===== config.mk =====
export PLATFORM = sky130hd
export DESIGN_NAME = pmodjstk_responder
export DESIGN_NICKNAME = d
export VERILOG_FILES = /design/src/rtl/jstk_pkg.sv /design/src/rtl/spi_in_sync.sv /design/src/rtl/pmodjstk_responder.sv
export SDC_FILE = /design/constraint.sdc
export NUM_CORES = 1
export LEC_CHECK = 0
export BUFFER_PORTS_ARGS = -buffer_cell sky130_fd_sc_hd__clkbuf_2
export CAP_MARGIN = 20
export CORE_MARGIN = 2
export CORE_UTILIZATION = 50
export CTS_BUF_LIST = sky130_fd_sc_hd__clkbuf_16
export CTS_CLUSTER_DIAMETER = 120
export CTS_CLUSTER_SIZE = 24
export DETAILED_ROUTE_END_ITERATION = 8
export PLACE_DENSITY = 0.66
export RECOVER_POWER = 25
export SETUP_SLACK_MARGIN = 0.1
export SYNTH_ARGS = -nofsm -noshare
export SYNTH_HDL_FRONTEND = slang
export SYNTH_SLANG_ARGS = --single-unit

===== constraint.sdc =====
create_clock -name Clk -period 10.2 [get_ports Clk]
set_input_delay 2.55 -clock Clk [delete_from_list [all_inputs] [get_ports Clk]]
set_output_delay 2.55 -clock Clk [all_outputs]
set_load 0.01 [all_outputs]

===== src/rtl/jstk_pkg.sv =====
// Shared definitions for the PmodJSTK SPI responder: frame length, command
// prefix, FSM states and the TX frame builder.
package jstk_pkg;

  localparam int         FRAME_BITS = 40;
  localparam logic [5:0] CMD_PREFIX = 6'b100000;

  typedef enum logic [1:0] {
    IDLE  = 2'd0,
    SHIFT = 2'd1,
    DONE  = 2'd2
  } state_t;

  // Little-endian 10-bit values, each split into a low byte and a 2-bit high byte.
  function automatic logic [FRAME_BITS-1:0] build_tx(input logic [9:0] x,
                                                     input logic [9:0] y,
                                                     input logic [2:0] btn);
    return {x[7:0], 6'b000000, x[9:8], y[7:0], 6'b000000, y[9:8], 5'b00000, btn};
  endfunction

endpackage


===== src/rtl/spi_in_sync.sv =====
// Multi-flop synchronizer for one asynchronous SPI line with rise/fall
// detection on the synchronized value.
module spi_in_sync #(
  parameter int   SYNC_STAGES = 2,
  parameter logic RST_VAL     = 1'b0
) (
  input  logic clk,
  input  logic rst,
  input  logic din,
  output logic dout_s,
  output logic rise_s,
  output logic fall_s
);

  logic [SYNC_STAGES-1:0] sync_r;
  logic                   prev_r;

  // Synchronizer chain plus one delayed copy for edge detection.
  always_ff @(posedge clk or posedge rst) begin
    if (rst) begin
      sync_r <= {SYNC_STAGES{RST_VAL}};
      prev_r <= RST_VAL;
    end else begin
      sync_r <= {sync_r[SYNC_STAGES-2:0], din};
      prev_r <= sync_r[SYNC_STAGES-1];
    end
  end

  assign dout_s = sync_r[SYNC_STAGES-1];
  assign rise_s = dout_s & ~prev_r;
  assign fall_s = ~dout_s & prev_r;

endmodule


===== src/rtl/pmodjstk_responder.sv =====
// SPI mode-0 slave emulating the PmodJSTK joystick: serves a 5-byte X/Y/button
// frame on MISO and decodes the master's command byte into LED state.
// Optional SS-low watchdog enabled by defining JSTK_SS_TIMEOUT_EN.
module pmodjstk_responder
  import jstk_pkg::*;
#(
  parameter int SYNC_STAGES = 2
`ifdef JSTK_SS_TIMEOUT_EN
  , parameter int TIMEOUT_CYCLES = 4096
`endif
) (
  input  logic       Clk,
  input  logic       Reset,
  input  logic       SS,
  input  logic       SCLK,
  input  logic       MOSI,
  output logic       MISO,
  input  logic [9:0] X_Pos,
  input  logic [9:0] Y_Pos,
  input  logic [2:0] Buttons,
  output logic [1:0] LED_Out,
  output logic       Frame_Done,
  output logic       Frame_Error
);

  localparam int                CNT_W    = 6;
  localparam logic [CNT_W-1:0]  FULL_CNT = CNT_W'(FRAME_BITS);
  localparam logic [CNT_W-1:0]  SAT_CNT  = CNT_W'(FRAME_BITS + 1);

  logic ss_s, ss_rise_s, ss_fall_s;
  logic sclk_s, sclk_rise_s, sclk_fall_s;
  logic mosi_s;
  logic [SYNC_STAGES-1:0] mosi_sync_r;

  state_t                 state_r, state_nxt;
  logic [FRAME_BITS-1:0]  tx_r, tx_nxt;
  logic [FRAME_BITS-1:0]  rx_r, rx_nxt;
  logic [CNT_W-1:0]       cnt_r, cnt_nxt;
  logic [1:0]             led_r, led_nxt;
  logic                   miso_r, miso_nxt;
  logic                   done_r, done_nxt;
  logic                   err_r, err_nxt;
  logic                   tmo_hit_s;

  // SS idles high, so its synchronizer resets high to avoid a false fall.
  spi_in_sync #(.SYNC_STAGES(SYNC_STAGES), .RST_VAL(1'b1)) u_ss_sync (
    .clk(Clk), .rst(Reset), .din(SS),
    .dout_s(ss_s), .rise_s(ss_rise_s), .fall_s(ss_fall_s)
  );

  spi_in_sync #(.SYNC_STAGES(SYNC_STAGES), .RST_VAL(1'b0)) u_sclk_sync (
    .clk(Clk), .rst(Reset), .din(SCLK),
    .dout_s(sclk_s), .rise_s(sclk_rise_s), .fall_s(sclk_fall_s)
  );

  // MOSI synchronizer, same depth as SCLK so data and clock stay aligned.
  always_ff @(posedge Clk or posedge Reset) begin
    if (Reset) begin
      mosi_sync_r <= {SYNC_STAGES{1'b0}};
    end else begin
      mosi_sync_r <= {mosi_sync_r[SYNC_STAGES-2:0], MOSI};
    end
  end

  assign mosi_s = mosi_sync_r[SYNC_STAGES-1];

`ifdef JSTK_SS_TIMEOUT_EN
  localparam int TMO_W = $clog2(TIMEOUT_CYCLES + 1);
  logic [TMO_W-1:0] tmo_r;

  // Watchdog: restarts on every SCLK edge and on entry into SHIFT.
  always_ff @(posedge Clk or posedge Reset) begin
    if (Reset) begin
      tmo_r <= {TMO_W{1'b0}};
    end else if ((state_r != SHIFT) || sclk_rise_s || sclk_fall_s) begin
      tmo_r <= {TMO_W{1'b0}};
    end else begin
      tmo_r <= tmo_r + {{(TMO_W-1){1'b0}}, 1'b1};
    end
  end

  assign tmo_hit_s = (state_r == SHIFT) && !ss_rise_s && !sclk_rise_s && !sclk_fall_s &&
                     (tmo_r == TMO_W'(TIMEOUT_CYCLES - 1));
`else
  assign tmo_hit_s = 1'b0;
`endif

  // FSM state register.
  always_ff @(posedge Clk or posedge Reset) begin
    if (Reset) begin
      state_r <= IDLE;
    end else begin
      state_r <= state_nxt;
    end
  end

  // FSM next-state logic.
  always_comb begin
    state_nxt = state_r;
    case (state_r)
      IDLE: begin
        if (ss_fall_s) state_nxt = SHIFT;
        else           state_nxt = IDLE;
      end
      SHIFT: begin
        if (ss_rise_s)      state_nxt = DONE;
        else if (tmo_hit_s) state_nxt = IDLE;
        else                state_nxt = SHIFT;
      end
      DONE:    state_nxt = IDLE;
      default: state_nxt = IDLE;
    endcase
  end

  // Datapath and output next values; SCLK edges coinciding with an SS edge are dropped.
  always_comb begin
    tx_nxt   = tx_r;
    rx_nxt   = rx_r;
    cnt_nxt  = cnt_r;
    led_nxt  = led_r;
    done_nxt = 1'b0;
    err_nxt  = tmo_hit_s;
    miso_nxt = 1'b0;
    case (state_r)
      IDLE: begin
        if (ss_fall_s) begin
          tx_nxt  = build_tx(X_Pos, Y_Pos, Buttons);
          rx_nxt  = {FRAME_BITS{1'b0}};
          cnt_nxt = {CNT_W{1'b0}};
        end else begin
          tx_nxt  = tx_r;
        end
      end
      SHIFT: begin
        if (ss_rise_s) begin
          cnt_nxt = cnt_r;
        end else if (sclk_rise_s) begin
          rx_nxt = {rx_r[FRAME_BITS-2:0], mosi_s};
          if (cnt_r != SAT_CNT) cnt_nxt = cnt_r + {{(CNT_W-1){1'b0}}, 1'b1};
          else                  cnt_nxt = cnt_r;
        end else if (sclk_fall_s) begin
          tx_nxt = {tx_r[FRAME_BITS-2:0], 1'b0};
        end else begin
          tx_nxt = tx_r;
        end
      end
      DONE: begin
        if (cnt_r == FULL_CNT) begin
          done_nxt = 1'b1;
          if (rx_r[FRAME_BITS-1 -: 6] == CMD_PREFIX) led_nxt = rx_r[FRAME_BITS-7 -: 2];
          else                                         led_nxt = led_r;
        end else begin
          err_nxt = 1'b1;
        end
      end
      default: begin
        tx_nxt = tx_r;
      end
    endcase
    if ((state_nxt == SHIFT) && (cnt_nxt < FULL_CNT)) miso_nxt = tx_nxt[FRAME_BITS-1];
    else                                              miso_nxt = 1'b0;
  end

  // Datapath and registered outputs.
  always_ff @(posedge Clk or posedge Reset) begin
    if (Reset) begin
      tx_r   <= {FRAME_BITS{1'b0}};
      rx_r   <= {FRAME_BITS{1'b0}};
      cnt_r  <= {CNT_W{1'b0}};
      led_r  <= 2'b00;
      miso_r <= 1'b0;
      done_r <= 1'b0;
      err_r  <= 1'b0;
    end else begin
      tx_r   <= tx_nxt;
      rx_r   <= rx_nxt;
      cnt_r  <= cnt_nxt;
      led_r  <= led_nxt;
      miso_r <= miso_nxt;
      done_r <= done_nxt;
      err_r  <= err_nxt;
    end
  end

  assign MISO        = miso_r;
  assign LED_Out     = led_r;
  assign Frame_Done  = done_r;
  assign Frame_Error = err_r;

endmodule

-- After elaboration in Yosys (flattened, before gate mapping)
Index checks and enable logic that the tools add are counted.
- input bits: 28
- register bits after elaboration: 101
- logic and storage cells: 63
- output and inout bits: 5
- order comparisons: 1
- add/subtract/negate cells: 1
- reductions and logical operators: 6
- muxes and demuxes: 22
- equality and inequality tests: 11
- bitwise gates (word level): 8
- operators by type and width (operator ; count):
    40-bit two-way mux ; 7
    40-bit one-hot mux with 2 select lines ; 2
    6-bit two-way mux ; 4
    6-bit == test, second input constant ; 2
    6-bit one-hot mux with 2 select lines ; 1
    2-bit inequality test, second input constant ; 5
    6-bit by 1-bit adder with 6-bit output, second input constant ; 1
    6-bit less-than comparator, second input constant ; 1
    1-bit two-way mux ; 6
    6-bit inequality test, second input constant ; 1
    5-bit AND reduction ; 1
    1-bit bitwise AND ; 4
    2-bit by 1-bit == test with 1-bit output, second input constant ; 2
    1-bit inverter ; 4
    2-bit one-hot mux with 2 select lines ; 1
    4-bit AND reduction ; 1
    3-bit AND reduction ; 1
    2-bit == test, second input constant ; 1
    2-bit logical NOT ; 1
    2-bit two-way mux ; 1
    2-bit nonzero test ; 1
    1-bit logical AND ; 1

-- Depth between registers and ports, before layout
Gate-level depths: netlist of the first run.
- depth after elaboration: 8
- depth in mapped cells: 7
- mapped depth without buffers: 6

-- By module
A second synthesis of the first run with hierarchy kept.
- cells, all modules: 283
- area total of the unflattened synthesis: 3906.2 µm²
- modules (own cells, without submodules) (module ; cells each ; seq. area each (µm²) ; area an instance (µm²) ; instances):
    pmodjstk_responder ; 271 ; 2377.3 ; 3714.8 ; 1
    spi_in_sync (u_ss_sync) ; 6 ; 78.8 ; 97.6 ; 1
    spi_in_sync (u_sclk_sync) ; 6 ; 75.1 ; 93.8 ; 1

-- Worst setup path before layout of the first run
Ideal clock, no wire load.
- path type: input to register
- start point: input X_Pos[7]
- end point: register miso_r, in the netlist MISO
- buffers on the path: 0
- required time: 10.080 ns
- stages: 3
- path slack: 7.085 ns
- setup time: 0.120 ns
- data arrival time: 2.995 ns
- cell sequence: a22o_1 a21o_1 o211a_1
- cells in the longest elaborated chain, start to end: 3
- ends and longest elaborated chain (element ; line ; text):
    start: declaration ; pmodjstk_responder.sv:18 ; input logic [9:0] X_Pos,
    40-bit two-way mux ; pmodjstk_responder.sv:126 ; if (ss_fall_s) begin
    40-bit one-hot mux with 2 select lines ; pmodjstk_responder.sv:124 ; case (state_r)
    via tx_nxt[39] ; pmodjstk_responder.sv:36 ; logic [FRAME_BITS-1:0] tx_r, tx_nxt;
    1-bit two-way mux ; pmodjstk_responder.sv:160 ; if ((state_nxt == SHIFT) && (cnt_nxt < FULL_CNT)) miso_nxt = tx_nxt[FRAME_BITS-1];
    via miso_nxt ; pmodjstk_responder.sv:40 ; logic miso_r, miso_nxt;
    end signal: assignment ; pmodjstk_responder.sv:179 ; miso_r <= miso_nxt;
    end: declaration ; pmodjstk_responder.sv:40 ;
The timed path passes the listed nets, and every way through them passes these cells. The select of a mux whose other input is x is not followed.
A chain may end at the register's enable or synchronous reset.

-- Worst setup path after layout of the first run
- start point: register led_r[0], in the netlist LED_Out[0]
- end point: output LED_Out[0]
- RTL lines (element ; line ; text):
    start: declaration ; pmodjstk_responder.sv:39 ; logic [1:0] led_r, led_nxt;
    start signal: assignment ; pmodjstk_responder.sv:178 ; led_r <= led_nxt;
    end: declaration ; pmodjstk_responder.sv:21 ; output logic [1:0] LED_Out,
No word-level cell between the ends.

==> impl_metrics.json, run 1 <==
{
  "finalSetupTns_ps": 0,
  "slowest_delay_ps": 380,
  "ys_ff_latch": 101,
  "drtIter0Drc": 202,
  "die_x_um": 93.3,
  "rsz0062_at_grt": "false",
  "path_max_fanout": 2,
  "layout_setup_ws_ps": 6800,
  "htreeDepth": 3,
  "startpoint": "LED_Out[0]",
  "netlist_instances": 347,
  "synth_xor_area_frac": 0.00220,
  "hold_viol": 0,
  "cts.sinks": 101,
  "path_clk_slew_ps": 70,
  "row_count": 32,
  "synthMuxAreaShare": 0.0113,
  "syn_nets": 378,
  "cp.arrival_ps": 850,
  "cts-root-buf": "clkbuf_16",
  "path_delay_family": "flip-flops",
  "endpoint_kind": "output port",
  "overflow": 0,
  "r2r-start": "u_ss_sync.prev_r",
  "holdPathStages": 0,
  "grt_max_degree": 81,
  "synth_top_family_by_area": "compound AO/OA/AOI/OAI gates",
  "insertion_delay_ps": 340,
  "hold_end": "mosi_sync_r[1]",
  "finalMaxSlewViolations": 43,
  "violations": "max-capacitance violations, max-slew violations",
  "hold_path_class": "reg2reg",
  "synth.yosys.seq_area_share": 0.634,
  "post_drt_wl_per_cell_um": 14.1,
  "syn_avg_cell_area_um2": 11.5,
  "r2r_cells": 6,
  "cts_made_buffers": 9,
  "place_congestion": 0.849,
  "fp.dieH_um": 93.3,
  "vias": 2630,
  "worstPathCellList": "clkbuf_2",
  "vdd_drop_max_uv": 102,
  "r2r_end": "MISO",
  "dp_hpwl_um": 4160,
  "wl_met1_um": 3480,
  "outcome": "finished, violations left",
  "grt_use_total": 0.177,
  "cp_data_required_time_ps": 7650,
  "postCtsResizedCells": 0,
  "layout.nets": 405,
  "dr.max_layer_used": "met4",
  "fp.dieArea_mm2": 0.00871,
  "layout_common_cells": "dfrtp_1, nand2_1, a22o_1",
  "fin_skew_ps": 10.1,
  "hp-start": "mosi_sync_r[0]",
  "rrSetupSlack_ps": 7340,
  "power_per_cell_area_mw_per_mm2": 199,
  "synth_cell_type_count": 38,
  "synth_adder_area_share": 0.00941,
  "synth_edf_count": 0,
  "grt_pass1_wl_um": 12200,
  "route.met2.wl_um": 2930,
  "postCtsSetupBuffers": 0,
  "drcViolationCount": 0,
  "routed_via_density": 5.47,
  "yosys.area_share.simple": 0.124,
  "synthFlopType": "dfrtp_1",
  "start_util": 0.516,
  "synthToLayoutAreaGrowth_pct": 13.1,
  "first_pass_iters": 4,
  "max_cap_violations": 1,
  "syn_area_mm2": 0.00399,
  "cp_slowest_cell": "dfrtp_1",
  "tightestPinTransition_ps": 1780,
  "p_leak_uw": 0.00222,
  "cp-start-kind": "flop",
  "drive_above_1_share": 0.161,
  "crit_type": "reg2out",
  "fmax_mhz": 295,
  "async_flop_share": 1.00,
  "synth_compound_area_frac": 0.185,
  "yosysWarnings": 0,
  "diodes": 0,
  "final_common_cell": "dfrtp_1",
  "worst_slew_margin_rel": -0.184,
  "antenna_found_initial": 0,
  "max-clock-path-buffers": 2,
  "drt_wl_total_um": 6770,
  "drtAntennaViolNets": 0,
  "tritoncts": "yes",
  "ios": 33,
  "holdBufCountCts": 0,
  "place_ws_ps": 6370,
  "met3_wirelength_um": 268,
  "grt_pass1_vias": 2547,
  "io_buffers": 32,
  "period_share": 0.333,
  "setup_viol": 0,
  "coreArea_mm2": 0.00773,
  "crit_buf_inv": 1,
  "fin_crit_ps": 3400
}
==> routing by layer <==
layer	GRT usage	vias up
met1	0.271	1297
met3	0.0379	9
met5	0	-
li1	-	1277
met2	0.251	47
met4	0.0650	0
==> power by group <==
group	total (uW)	switching [uW]	internal, uW
combinational	88.7	55.9	32.8
sequential	466	23.8	442
clock	343	149	193
total	897	229	668
==> synthesized netlist by cell type, types with 2 or more instances <==
master	number	area [um2]
clkbuf_1	3	11.3
nor3_1	4	20.0
dfrtp_1	98	2450
mux2_1	3	33.8
and4b_1	2	20.0
dfstp_2	3	78.8
a21oi_1	2	10.0
o21ai_1	20	100
a22oi_1	21	158
nand2_1	86	323
buf_2	15	75.1
buf_4	3	22.5
a22o_1	43	377
nor2_1	5	18.8
inv_1	6	22.5
ha_1	3	37.5
a21o_1	2	15.0
nand2b_1	4	25.0
o21ai_0	5	25.0
==> metrics by stage <==
step            util  instances  instance area, um2  hold WS (ps)  power [uW]
3_3_place_gp   0.545        465                4210           333         560
2_1_floorplan      -        347                3990           331         538
3_5_place_dp   0.545        465                4210           335         564
4_1_cts        0.585        481                4520           345         908
6_report       0.584        481                4510           343         897
5_1_grt        0.584        481                4510           353         944
==> cell families after synthesis <==
logic type | count (synthesis)
DFF | 101
adders and majority gates | 3
muxes | 4
AOI/OAI and AO/OA | 99
and+or+nand+nor | 111
xor gates and xnor gates | 1
buffers and inverters | 28
==> sequential cells by signal, indices dropped and copies added (netlist names) <==
register            cells
u_sclk_sync.sync_r      2
Frame_Error             1
mosi_sync_r             2
state_r                 2
rx_r                   40
cnt_r                   6
u_ss_sync.prev_r        1
tx_r                   40
u_ss_sync.sync_r        2
u_sclk_sync.prev_r      1
LED_Out                 2
MISO                    1
Frame_Done              1
==> layout make-up <==
class | instances | area, um2
clock buffers | 9 | 225
clock inverters | 7 | 83.8
fillers | 652 | 3210
inverters | 7 | 28.8
multi-input cells | 218 | 1320
flip-flops and latches | 101 | 2530
well taps | 102 | 128
repair buffers | 37 | 194
==> worst register-to-register path: cells and delay by family (launching register included) <==
family / cells / cell delay, ps
buffers and inverters: 1 / 310
flip-flops: 1 / 550
AND/OR/NAND/NOR: 3 / 1570
AO/OA/AOI/OAI: 2 / 320
==> worst max path at each step <==
stage	endpoint	slack, ps	depth (start not counted)
detailed placement	tx_r[4]	6370	3
global route	u_sclk_sync.prev_r	6560	3
CTS	tx_r[15]	6740	3
floorplan	Frame_Done	5010	1
finish	LED_Out[0]	6800	1
global placement	tx_r[6]	6370	3
Note: power is estimated with default switching activity, not from simulation.
==> inputs of run 2 (changes only) <==
==> constraint.sdc (replaced) <==
create_clock -name Clk -period 3.13 [get_ports Clk]
set_input_delay 0.7825 -clock Clk [delete_from_list [all_inputs] [get_ports Clk]]
set_output_delay 0.7825 -clock Clk [all_outputs]
set_load 0.01 [all_outputs]
==> impl_metrics.json, run 2 (synthesized netlist as in run 1, its figures left out) <==
{
  "finalMaxSlewViolations": 0,
  "fp.dieH_um": 93.3,
  "endpoint_kind": "asynchronous set/reset pin",
  "die_x_um": 93.3,
  "placed_cell_area_mm2": 0.00424,
  "cp_data_required_time_ps": 3410,
  "grt_pass1_vias": 2562,
  "period_share": 0.668,
  "grt_pass1_wl_um": 12200,
  "largestRegisters": "rx_r x40, tx_r x40, cnt_r x6",
  "p_leak_uw": 0.00223,
  "ios": 33,
  "route.met2.wl_um": 3050,
  "post_drt_wl_per_cell_um": 14.3,
  "place_congestion": 0.789,
  "rsz0062_at_grt": "false",
  "htreeDepth": 3,
  "overflow": 0,
  "routed_via_density": 5.39,
  "power_per_cell_area_mw_per_mm2": 648,
  "start_util": 0.516,
  "coreArea_mm2": 0.00773,
  "cp.arrival_ps": 2370,
  "rrSetupSlack_ps": 1160,
  "path_max_fanout": 49,
  "cp_slowest_cell": "clkbuf_2",
  "timing.critical_path.mode_cell": "clkbuf_2",
  "layout.nets": 407,
  "dr.max_layer_used": "met4",
  "diodes": 0,
  "cts.sinks": 101,
  "drtAntennaViolNets": 0,
  "antenna_found_initial": 0,
  "startpoint": "Reset",
  "met3_wirelength_um": 261,
  "tritoncts": "yes",
  "placed_cells": 467,
  "row_count": 32,
  "dp_hpwl_um": 4400,
  "cp-start-kind": "input port",
  "r2r_cells": 6,
  "cts_made_buffers": 9,
  "final_area_mm2": 0.00453,
  "worstPathCellList": "clkbuf_2 -> clkinvlp_2 -> clkbuf_2",
  "final_util": 0.586,
  "final_common_cell": "dfrtp_1",
  "drcViolationCount": 0,
  "drive_above_1_share": 0.173,
  "wl_met1_um": 3490,
  "fin_cells": 483,
  "grt_max_degree": 58,
  "insertion_delay_ps": 340,
  "setup_viol": 0,
  "worst_slew_margin_rel": 0.252,
  "postCtsResizedCells": 0,
  "cts-root-buf": "clkbuf_16",
  "fin_skew_ps": 8.74,
  "postCtsSetupBuffers": 0,
  "r2r-start": "u_ss_sync.sync_r[1]",
  "fmax_mhz": 478,
  "hp-start": "mosi_sync_r[0]",
  "max-clock-path-buffers": 2,
  "holdBufCountCts": 0,
  "synthToLayoutAreaGrowth_pct": 13.5,
  "outcome": "complete, no violations",
  "holdPathStages": 0,
  "hold_path_class": "reg2reg",
  "fp.dieArea_mm2": 0.00871,
  "first_pass_iters": 6,
  "io_buffers": 32,
  "slowest_delay_ps": 960,
  "drtIter0Drc": 174,
  "finalSetupTns_ps": 0,
  "max_cap_violations": 0,
  "layout_common_cells": "dfrtp_1, nand2_1, a22o_1",
  "fin_crit_ps": 2090,
  "tightestPinTransition_ps": 1120,
  "vdd_drop_max_uv": 401,
  "vias": 2603,
  "grt_use_total": 0.179,
  "crit_type": "in2async",
  "path_clk_slew_ps": 70,
  "hold_viol": 0,
  "drt_wl_total_um": 6900
}
[run 2: layout make-up]
| type | count | area, um2 |
|---|---|---|
| Fill cell | 642 | 3200 |
| Sequential cell | 101 | 2530 |
| Multi-Input combinational cell | 218 | 1320 |
| Clock buffer | 9 | 225 |
| Timing Repair Buffer | 39 | 210 |
| Tap cell | 102 | 128 |
| Clock inverter | 7 | 81.3 |
| Inverter | 7 | 27.5 |
[run 2: through the flow]
stage          worst slack, ps  hold WS, ps  power, uW
3_3_place_gp              1230          337       1830
5_1_grt                    654          361       3090
6_report                  1040          356       2930
2_1_floorplan             1150          331       1750
4_1_cts                   1190          356       2970
3_5_place_dp              1210          339       1850
[run 2: report_power, final]
part	total, uW	switching (uW)	internal (uW)	leakage [uW]
clock network	1120	487	632	0.000152
registers	1520	82.0	1440	0.00134
logic	291	182	108	0.000738
[run 2: routing by layer]
layer / up-vias / GRT usage
li1: 1279 / -
met1: 1270 / 0.270
met2: 44 / 0.258
met3: 10 / 0.0298
met4: 0 / 0.0735
met5: - / 0
[run 2: worst max-delay path: cells and delay by family]
family	cells	cell delay, ps
buffers and inverters	3	1550
[run 2: final timing paths]
| kind | end |
|---|---|
| setup / recovery | Frame_Done |
| hold reg to reg | mosi_sync_r[1] |
| min in group asynchronous | tx_r[1] |
| setup reg to reg | tx_r[33] |
| hold / removal | mosi_sync_r[1] |
| max in group Clk | tx_r[33] |
